<file path="src/rtl/if_fetch_ctrl.sv">
// if_fetch_ctrl: PC owner and single-outstanding fetch sequencer for the SRAM-like instruction bus.
// Define IF_ADEL_CHECK_EN to turn misaligned fetch addresses into AdEL exceptions instead of bus requests.
module if_fetch_ctrl #(
  parameter logic [31:0] RESET_PC = 32'hbfc00000
) (
  input  logic        clk,
  input  logic        rst,
  input  logic        stall_if,
  input  logic        flush,
  input  logic [31:0] new_pc,
  input  logic        br_taken,
  input  logic [31:0] br_target,
  output logic        inst_sram_req,
  output logic [31:0] inst_sram_addr,
  input  logic        inst_sram_addr_ok,
  input  logic        inst_sram_data_ok,
  input  logic [31:0] inst_sram_rdata,
  output logic        if_valid,
  output logic [31:0] if_pc,
  output logic [31:0] if_inst,
  output logic [31:0] if_excepttype
);
  typedef enum logic [1:0] {IDLE, REQ, WAIT, OUT} state_t;
  localparam logic [31:0] ADEL_EXC = 32'h0001_0000;
  state_t      state_q, state_d;
  logic [31:0] fetch_pc_q, fetch_pc_d, req_pc_q, req_pc_d;
  logic        cancel_q, cancel_d, valid_q, valid_d;
  logic [31:0] pc_q, pc_d, inst_q, inst_d, exc_q, exc_d;
  logic        redir, adel;
  logic [31:0] tgt;
  assign redir = flush | br_taken;
  assign tgt = flush ? new_pc : br_target;
`ifdef IF_ADEL_CHECK_EN
  assign adel = |fetch_pc_q[1:0];
`else
  assign adel = 1'b0;
`endif
  assign inst_sram_req = (state_q == REQ) && !adel;
  assign inst_sram_addr = fetch_pc_q;
  assign if_valid = valid_q;
  assign if_pc = pc_q;
  assign if_inst = inst_q;
  assign if_excepttype = exc_q;
  always_comb begin
    state_d = state_q;
    fetch_pc_d = fetch_pc_q;
    req_pc_d = req_pc_q;
    cancel_d = cancel_q;
    valid_d = valid_q;
    pc_d = pc_q;
    inst_d = inst_q;
    exc_d = exc_q;
    case (state_q)
      IDLE: state_d = REQ;
      REQ: begin
        if (adel) begin
          if (!redir) begin
            valid_d = 1'b1;
            pc_d = fetch_pc_q;
            inst_d = '0;
            exc_d = ADEL_EXC;
            state_d = OUT;
          end
        end else if (inst_sram_addr_ok) begin
          // an accepted request must still be drained even if redirected this cycle
          req_pc_d = fetch_pc_q;
          fetch_pc_d = fetch_pc_q + 32'd4;
          cancel_d = redir;
          state_d = WAIT;
        end
      end
      WAIT: begin
        if (inst_sram_data_ok) begin
          cancel_d = 1'b0;
          if (cancel_q || redir) begin
            state_d = REQ;
          end else begin
            valid_d = 1'b1;
            pc_d = req_pc_q;
            inst_d = inst_sram_rdata;
            exc_d = '0;
            state_d = OUT;
          end
        end else if (redir) begin
          cancel_d = 1'b1;
        end
      end
      OUT: begin
        if (redir || !stall_if) begin
          valid_d = 1'b0;
          state_d = REQ;
        end
      end
      default: state_d = IDLE;
    endcase
    if (redir) begin
      fetch_pc_d = tgt;
      valid_d = 1'b0;
    end
  end
  always_ff @(posedge clk) begin
    if (!rst) begin
      state_q <= IDLE;
      fetch_pc_q <= RESET_PC;
      req_pc_q <= '0;
      cancel_q <= 1'b0;
      valid_q <= 1'b0;
      pc_q <= '0;
      inst_q <= '0;
      exc_q <= '0;
    end else begin
      state_q <= state_d;
      fetch_pc_q <= fetch_pc_d;
      req_pc_q <= req_pc_d;
      cancel_q <= cancel_d;
      valid_q <= valid_d;
      pc_q <= pc_d;
      inst_q <= inst_d;
      exc_q <= exc_d;
    end
  end
endmodule

</file>
<file path="config.mk">
export PLATFORM = sky130hd
export DESIGN_NAME = if_fetch_ctrl
export DESIGN_NICKNAME = d
export VERILOG_FILES = /design/src/rtl/if_fetch_ctrl.sv
export SDC_FILE = /design/constraint.sdc
export NUM_CORES = 1
export LEC_CHECK = 0
export CORE_ASPECT_RATIO = 0.5
export CORE_MARGIN = 2
export CORE_UTILIZATION = 47
export CTS_CLUSTER_DIAMETER = 200
export DETAILED_ROUTE_END_ITERATION = 6
export PLACE_DENSITY = 0.95
export SLEW_MARGIN = 25
export SYNTH_ARGS = -nofsm -noshare
export SYNTH_HDL_FRONTEND = slang
export SYNTH_SLANG_ARGS = --single-unit
</file>
<file path="constraint.sdc">
create_clock -name clk -period 3.15 [get_ports clk]
set_clock_uncertainty 0.2 [all_clocks]
set_input_delay 0.945 -clock clk [delete_from_list [all_inputs] [get_ports clk]]
set_output_delay 0.945 -clock clk [all_outputs]
set_load 0.01 [all_outputs]
</file>
==> results of run 1 <==
==> metrics by stage <==
stage	setup WS [ns]	util, %	hold slack [ns]	power (mW)	area [µm²]
after floorplan	0.819	-	0.232	2.04	5950
after global placement	0.162	66.3	0.238	2.28	7920
after detailed placement	0.103	66.3	0.246	2.29	7920
after CTS	0.299	71.4	0.254	4.33	8530
after global routing	0.213	71.4	0.276	4.45	8530
final	0.289	71.4	0.252	4.34	8530
==> cell families (layout without fill, tap and decap cells) <==
logic type                 Yosys count  count (layout)  share of synthesized area, %
AOI/OAI and AO/OA                  189             189                          18.9
xor gates and xnor gates            16              16                          2.40
adders and majority gates            4               4                         0.858
buffers and inverters               93             265                          8.73
DFF                                132             132                          45.3
muxes                                8               8                          1.37
other                                1              32                        0.0643
and+or+nand+nor                    297             297                          22.3
==> report_power, final <==
group / total, mW / leakage [nW] / internal [mW] / switching (mW)
Clock: 2.05 / 0.276 / 1.28 / 0.766
Sequential: 1.79 / 1.07 / 1.72 / 0.0728
Combinational: 0.499 / 1.70 / 0.253 / 0.246
==> metal layers <==
metal	wire length, µm	global-route usage [%]
met1	7510	34.8
met2	9450	50.2
met3	2530	9.79
met4	1100	18.8
met5	0	0
==> tightest hold or removal path: stages, from the launching register on <==
cell and delay (ns):
dfxtp_1 0.31, nand2_1 0.05, a21oi_1 0.05
==> path summary, 6_finish.rpt <==
check                                               startpoint                         endpoint  slack [ns]  depth (start not counted)
worst max-delay path                   state_q[1]$_SDFFE_PN0P_                    inst_sram_req        0.29                          3
worst min register to register        if_inst[18]$_SDFFE_PN0P_         if_inst[18]$_SDFFE_PN0P_        0.25                          2
worst min-delay path                  if_inst[18]$_SDFFE_PN0P_         if_inst[18]$_SDFFE_PN0P_        0.25                          2
worst max register to register  inst_sram_addr[2]$_SDFFE_PN0P_  inst_sram_addr[18]$_SDFFE_PN0P_        0.69                          6
==> registers in the layout, indices dropped and copies added (netlist names) <==
register	count
state_q	2
req_pc_q	32
inst_sram_addr	32
if_inst	32
if_pc	32
if_valid	1
cancel_q	1
==> synth_stat cells, drive strengths merged (2+ instances only) <==
cell,n
a31oi,3
nor3,6
xor2,10
ha,4
buf,49
o311ai,2
inv,12
o22ai,7
clkbuf,30
xnor2,6
o21ai,15
a2bb2oi,3
a22oi,11
a31o,2
o211ai,4
and4,2
a211oi,5
o31ai,3
dfxtp,132
and2,2
or3,4
clkinv,2
nor2,27
mux2i,8
nand2,214
a21oi,119
nor4,4
a221oi,2
nand4,14
and3,7
o221ai,5
nand3,14
==> cell type report <==
type	count	area share (%)
clock buffer	19	5.31
clock inverter	11	1.79
inverter	14	0.631
multi-input combinational	546	32.9
sequential	132	31.0
tap	165	2.42
timing repair buffer	221	25.9
==> flow_metrics.py, run 1 <==
metrics = {
    "finish": {
        "nFillCells": 791,
        "syn_to_final_growth_pct": 46.2,
        "layout_common_cells": "nand2_1, clkdlybuf4s50_1, dfxtp_1",
        "final_common_cell": "nand2_1",
        "multi_input_area_um2": 2810,
        "stdcell_count": 1108,
        "nets": 1039,
        "n_antenna_cell": 0,
        "drive_above_1_share_pct": 6.68,
        "regArea_um2": 2640,
    },
    "critical_path": {
        "worstSetupEndpointType": "output pin",
        "cp_slowest_cell": "clkdlybuf4s50_1",
        "path_class": "register to output pin",
        "cpPeakStageDelay_ns": 0.59,
        "critPathTopFamily": "buffers and inverters",
        "crit_chain": "inv_1 > ha_1 > clkdlybuf4s50_1",
        "start_kind": "register",
        "arrival_ns": 1.72,
        "critPathRequiredTime_ns": 2.00,
        "cp_num_buf_inv": 2,
        "cp_max_fo": 6,
    },
    "sta": {
        "tightest_slew_ns": 0.604,
        "finalSetupViolations": 0,
        "setup-tns-final_ns": 0,
        "max_freq_ghz": 0.350,
        "period_share_pct": 90.8,
        "drv_slew": 0,
        "rsz0062_at_grt": "false",
        "hold_violations": 0,
        "period_minus_slack_ns": 2.86,
        "max_slew_margin_pct": 59.4,
    },
    "global_routing": {
        "grt-ovfl-total": 0,
        "grt_first_pass_wirelength_um": 31200,
        "grt_pass1_vias": 6103,
        "antenna_found_initial": 0,
        "grt_use_total_pct": 30.2,
        "grt_max_degree": 66,
    },
    "route": {
        "vias_per_cell": 5.80,
        "drt_iter0_drc": 879,
        "ant_nets": 0,
        "wire_per_inst_um": 18.6,
        "dr_total_vias": 6427,
        "drt_wl_total_um": 20600,
        "drc": 0,
        "firstDrtPassIters": 6,
    },
    "power": {
        "p_leak_nw": 3.05,
        "vdd_drop_max_mv": 0.277,
        "power-per-cell-area_nw_per_um2": 509,
    },
    "clock_tree": {
        "worstSkewPairLatency_ns": 0.42,
        "cts_hold_buf": 0,
        "cts-root-buf": "clkbuf_16",
        "cts_buffers": 17,
        "postCtsSetupBuffers": 0,
        "path_clk_slew_ns": 0.06,
        "cts.path.max_buffers": 2,
        "ctsResizeCount": 0,
        "clock_sinks": 132,
        "cts_tree": "built",
        "htreeDepth": 4,
    },
    "placed_design": {
        "hpwlAfterDp_um": 13200,
        "dp.cells": 1078,
        "routabilityCongestion": 0.899,
        "port_buffers": 200,
    },
    "synthesis": {
        "async_flop_share_pct": 0,
        "yosysWarnings": 0,
        "yosys_register_bits": 132,
        "synth_top_cell_by_area": "dfxtp_1",
        "ys_seq_area_share_pct": 45.3,
        "ys_types": 55,
        "synth_top_cell_area_share_pct": 45.3,
        "synth_area_um2": 5830,
        "synth_area_leaders": "dfxtp_1, nand2_1, a21oi_1, buf_4, clkbuf_1",
        "synth.avg_cell_area_um2": 7.88,
        "synth_edf_count": 0,
        "ys.flop_type": "dfxtp_1",
        "netlist_instances": 740,
    },
    "min_path": {
        "min_path_type": "register to register",
    },
    "run": {
        "max_cap_violations": 0,
    },
    "floorplan": {
        "die_x_um": 162,
        "core_um2": 11900,
        "io_pins": 233,
        "rows": 28,
        "fp.dieH_um": 82.8,
        "start_util_pct": 48.8,
        "die_area_um2": 13400,
    },
    "outcome": {
        "status": "completed",
    },
}
No activity file was read; power rests on OpenSTA's default activity.
==> inputs of run 2 (changes only) <==
--- a/config.mk
+++ b/config.mk
@@ -8,7 +8,7 @@
 export CORE_ASPECT_RATIO = 0.5
 export CORE_MARGIN = 2
 export CORE_UTILIZATION = 47
-export CTS_CLUSTER_DIAMETER = 200
+export CTS_CLUSTER_DIAMETER = 120
 export DETAILED_ROUTE_END_ITERATION = 6
 export PLACE_DENSITY = 0.95
 export SLEW_MARGIN = 25
==> results of run 2 <==
Final layout, timing and power as in run 1 (identical DEF).
==> inputs of run 3 (changes only) <==
--- a/config.mk
+++ b/config.mk
@@ -5,6 +5,7 @@
 export SDC_FILE = /design/constraint.sdc
 export NUM_CORES = 1
 export LEC_CHECK = 0
+export CAP_MARGIN = 20
 export CORE_ASPECT_RATIO = 0.5
 export CORE_MARGIN = 2
 export CORE_UTILIZATION = 47
==> results of run 3 <==
Final layout, timing and power as in run 1 (identical DEF).
